<file path="config.mk">
export PLATFORM = sky130hd
export DESIGN_NAME = approx_dot_accum
export DESIGN_NICKNAME = d
export VERILOG_FILES = /design/src/rtl/approx_dot_accum.sv
export SDC_FILE = /design/constraint.sdc
export NUM_CORES = 1
export LEC_CHECK = 0
export ABC_CLOCK_PERIOD_IN_PS = 3600
export CAP_MARGIN = 5
export CORE_MARGIN = 4
export CORE_UTILIZATION = 50
export DETAILED_ROUTE_END_ITERATION = 7
export GPL_TIMING_DRIVEN = 0
export HOLD_SLACK_MARGIN = 0.12
export PLACE_DENSITY = 0.9
export SLEW_MARGIN = 40
export SYNTH_ARGS = -nofsm -noshare
export SYNTH_HDL_FRONTEND = slang
export SYNTH_SLANG_ARGS = --single-unit
</file>
<file path="constraint.sdc">
create_clock -name clk -period 3.6 [get_ports clk]
set_input_delay 0.72 -clock clk [delete_from_list [all_inputs] [get_ports clk]]
set_output_delay 0.72 -clock clk [all_outputs]
set_load 0.01 [all_outputs]
</file>
<file path="src/rtl/approx_dot_accum.sv">
// approx_dot_accum
//   Accumulates a vector of unsigned 16-bit products from an upstream
//   approximate multiplier into a saturating sum. It also counts the terms
//   and flags any saturation. The result is held until downstream takes it.
//
// Ports
//   clk        : single clock, rising edge
//   rst_n      : asynchronous active-low reset
//   in_valid   : product beat valid
//   in_ready   : block can accept a beat (ACC state)
//   in_prod    : 16-bit unsigned product
//   in_last    : final term of the current vector
//   out_valid  : result valid (HOLD state)
//   out_ready  : downstream accepts the result
//   out_sum    : accumulated sum (running value while accumulating)
//   out_count  : number of terms accepted, saturating
//   out_sat    : sum clamped at some point during the vector
module approx_dot_accum #(
    parameter int ACC_W = 24,
    parameter int CNT_W = 8
) (
    input  logic             clk,
    input  logic             rst_n,
    input  logic             in_valid,
    output logic             in_ready,
    input  logic [15:0]      in_prod,
    input  logic             in_last,
    output logic             out_valid,
    input  logic             out_ready,
    output logic [ACC_W-1:0] out_sum,
    output logic [CNT_W-1:0] out_count,
    output logic             out_sat
);

    typedef enum logic {
        ACC,
        HOLD
    } state_t;

    state_t           state, state_nxt;
    logic [ACC_W-1:0] acc, acc_nxt;
    logic [CNT_W-1:0] cnt, cnt_nxt;
    logic             sat, sat_nxt;
    logic [ACC_W:0]   sum_ext;

    always_ff @(posedge clk or negedge rst_n) begin
        if (!rst_n) begin
            state <= ACC;
            acc   <= '0;
            cnt   <= '0;
            sat   <= 1'b0;
        end else begin
            state <= state_nxt;
            acc   <= acc_nxt;
            cnt   <= cnt_nxt;
            sat   <= sat_nxt;
        end
    end

    always_comb begin
        state_nxt = state;
        acc_nxt   = acc;
        cnt_nxt   = cnt;
        sat_nxt   = sat;
        // Handshake flags depend on registered state only, so there is no
        // combinational path from in_valid/out_ready to them.
        in_ready  = (state == ACC);
        out_valid = (state == HOLD);
        // One extra bit catches the carry out of the accumulator.
        sum_ext   = {1'b0, acc} + {{(ACC_W - 15){1'b0}}, in_prod};

        case (state)
            ACC: begin
                if (in_valid) begin
                    if (sat || sum_ext[ACC_W]) begin
                        acc_nxt = '1;
                        sat_nxt = 1'b1;
                    end else begin
                        acc_nxt = sum_ext[ACC_W-1:0];
                    end
                    if (cnt != '1) begin
                        cnt_nxt = cnt + {{(CNT_W - 1){1'b0}}, 1'b1};
                    end
                    if (in_last) begin
                        state_nxt = HOLD;
                    end
                end
            end
            HOLD: begin
                if (out_ready) begin
                    acc_nxt   = '0;
                    cnt_nxt   = '0;
                    sat_nxt   = 1'b0;
                    state_nxt = ACC;
                end
            end
            default: begin
                state_nxt = ACC;
            end
        endcase
    end

    assign out_sum   = acc;
    assign out_count = cnt;
    assign out_sat   = sat;

endmodule

</file>
==> results of run 1 <==
## critical path: stages
cell	delay, ns
sky130_fd_sc_hd__clkdlybuf4s50_1	0.41
sky130_fd_sc_hd__ha_1	0.24
sky130_fd_sc_hd__fa_1	0.40
sky130_fd_sc_hd__a21o_1	0.22
sky130_fd_sc_hd__a21oi_2	0.27
sky130_fd_sc_hd__o31ai_4	0.13
sky130_fd_sc_hd__a311oi_4	0.39
sky130_fd_sc_hd__nor3_1	0.11
sky130_fd_sc_hd__nor2_2	0.28
sky130_fd_sc_hd__a41oi_1	0.18
sky130_fd_sc_hd__o21a_1	0.20
## cells by family (layout without fill, tap and decap cells)
kind of cell,Yosys count,count (layout),synth area share [%]
muxes,1,1,0.423
xor gates and xnor gates,20,20,7.40
and+or+nand+nor,83,83,15.9
DFF,34,34,35.9
adders and majority gates,18,18,9.83
AOI/OAI and AO/OA,95,95,27.1
buffers and inverters,14,77,3.44
## placed cells by master, fill, tap and decap left out, drive strengths merged, types with 3 or more instances in the layout
| cell | n |
|---|---|
| a21oi | 36 |
| inv | 5 |
| xor2 | 10 |
| and3 | 4 |
| nand2 | 30 |
| buf | 7 |
| clkbuf | 9 |
| dfrtp | 34 |
| nor2 | 21 |
| nand3 | 13 |
| clkdlybuf4s50 | 54 |
| nor3 | 6 |
| ha | 17 |
| a31oi | 8 |
| a21o | 6 |
| xnor2 | 10 |
| o31ai | 3 |
| o21ai | 21 |
| o211ai | 4 |
## sequential cells by signal (all words and copies together), names as in the netlist
name	count
out_sum	24
out_count	8
out_sat	1
out_valid	1
## final timing paths
path / cells past startpoint / endpoint
max: 11 / out_sum[17]
min: 1 / out_count[6]
max reg2reg: 10 / out_sum[17]
min reg2reg: 2 / out_sum[14]
max in group asynchronous: 2 / out_sum[13]
min in group clk: 2 / out_sum[14]
## where the power goes
group / internal [W] / switching [W]
Sequential: 0.000509 / 0.000149
Clock: 0.000221 / 0.000136
Combinational: 0.000629 / 0.000656
## routing by layer
metal | vias to the layer above | share of wire [%]
met5 | - | 0
met4 | 0 | 1.3
met3 | 9 | 5.3
met2 | 66 | 50
met1 | 1081 | 44
li1 | 1100 | -
## stage by stage
step,utilization [%],TNS (ns)
floorplan,-,0
global placement,66.7,-0.0632
detailed placement,67.2,-0.122
CTS,69.7,0
global route,69.7,0
finish,69.7,0
## area by class of cell
| cell class | count | area [µm²] | area share, % |
|---|---|---|---|
| multi-input combinational | 217 | 1440 | 46.0 |
| sequential | 34 | 851 | 27.3 |
| timing repair buffer | 56 | 573 | 18.4 |
| clock buffer | 6 | 82.6 | 2.65 |
| tap | 52 | 65.1 | 2.09 |
| buffer | 9 | 62.6 | 2.01 |
| clock inverter | 1 | 30.0 | 0.963 |
| inverter | 5 | 18.8 | 0.602 |
==> metrics.txt, run 1 <==
FP Rows 24; worst min-delay path category input port to async pin; root cell of the clock tree sky130_fd_sc_hd__clkbuf_8; area of the die 5900 µm²; Arrival @ worst endpoint approximately 3.6 ns; RSZ-0062 raised after global routing false; routing usage on met2 35.8%; critical path endpoint category flop; standard cell core area roughly 4500 µm²; Post-route DRC 0; Die Y 76.8 µm; final count of pins violating max slew 0; clock tree from TritonCTS yes; power density over cell area roughly 740 nW/µm²; fraction of registers with async set/reset 100%; required time at the endpoint of the critical path approximately 3.8 ns; Yosys warnings 0; CP Class input port to flop; total gr overflow 0; Period minus WS final 3.38 ns; count of filler cells inserted in the layout 357; Yosys top cell by area sky130_fd_sc_hd__dfrtp_1; Final HPWL DP approximately 4600 µm; post-synth net total 304; number of standard cells after synthesis 265; top cells by area in the synthesized netlist sky130_fd_sc_hd__dfrtp_1 (36%), sky130_fd_sc_hd__ha_1 (9.0%), sky130_fd_sc_hd__a21oi_1 (7.2%), sky130_fd_sc_hd__nand2_1 (4.6%), sky130_fd_sc_hd__o21ai_0 (4.0%); wire length of the first global-routing pass 10100 µm; via count roughly 2300; largest buffer count on any clock path 2; number of nets with antenna violations after detailed routing 0; Unique masters post-synth 51; nature of the critical path startpoint input port; part of the Yosys area used for sequential elements 35.9%; per-instance average area after synthesis 8.93 µm²; met1 Use GR 26.3%; via count of the first global-routing pass 2225; static leakage 1.32 nW; Nets 367; slack of the critical path 0.220 ns; CTS Hold Buffers Added 0; post-DR wirelength/cell 15.8 µm; post-synth design cell area 2370 µm²; most common library cells after synthesis sky130_fd_sc_hd__a21oi_1 (34), sky130_fd_sc_hd__dfrtp_1 (34), sky130_fd_sc_hd__nand2_1 (29), sky130_fd_sc_hd__nor2_1 (20), sky130_fd_sc_hd__o21ai_0 (19); outcome finished clean; synthesis-stage register bit count 34; number of antenna violations at the first check in global routing 0; area delta synth->final 31.7%; postcts setup bufs 0; Finished Cell Area 3120 µm²; first drt pass iteration count 4; slack of the worst reg-to-reg path 0.68 ns; number of DRC violations after detailed-routing iteration 0 approximately 160; pin count of the biggest net entering global routing 25; Final Wtd Congestion 0.910; Detailed Route WL around 6000 µm; fraction of layout cells with a size suffix above 1 7.93%; grt peak-use layer met2; Max Fanout on Critical Path 7; clock-pin slew of the registers on the worst-case setup and hold paths about 0.070 ns; average vias per placed instance 5.94; number of max-cap violations 0; final cell count without fillers between 300 and 400; number of gates resized after CTS 0; Antenna Cells 0; count of endpoints failing hold in the final timing report 0; placed cell count 373; maximum vdd ir drop 0.376 mV; CTS H-tree lvls 2; initial core utilization roughly 53%; overall power consumption ~0.0023 W; number of I/O port buffers 55; Final setup violation count 0; final setup skew 0.00654 ns; top-area cell type share of the netlist area 35.9%; latest clock arrival within the worst-skew pair between 0.2 and 0.3 ns; start point of the critical path in_prod[0]; smallest hold slack 0.324 ns; cts bufs inserted 5; actual transition at the worst max-transition pin 0.570 ns; post-route fraction of the period consumed by the critical path 93.9%; GRT Total Usage 21.0%; FF-to-FF Start out_sum[0]; slew margin rel. 61.8%; global-route track usage on met3 4.57%; floorplan die width 76.8 µm; placed instance area 3010 µm²; IO Count between 50 and 60; number of enable flip-flop cells after synthesis 0; Max Clk Rate 296 MHz; Setup WS pre-CTS -0.0486 ns; clk sink count 34; flip-flop cell with the highest count after synthesis sky130_fd_sc_hd__dfrtp_1
No activity file was read; power rests on OpenSTA's default activity.
==> run 2: changes to the inputs <==
--- a/config.mk
+++ b/config.mk
@@ -9,6 +9,7 @@
 export CAP_MARGIN = 5
 export CORE_MARGIN = 4
 export CORE_UTILIZATION = 50
+export CTS_CLUSTER_DIAMETER = 200
 export DETAILED_ROUTE_END_ITERATION = 7
 export GPL_TIMING_DRIVEN = 0
 export HOLD_SLACK_MARGIN = 0.12
==> results of run 2 <==
The final DEF is identical to that of run 1; final timing and power are the same.
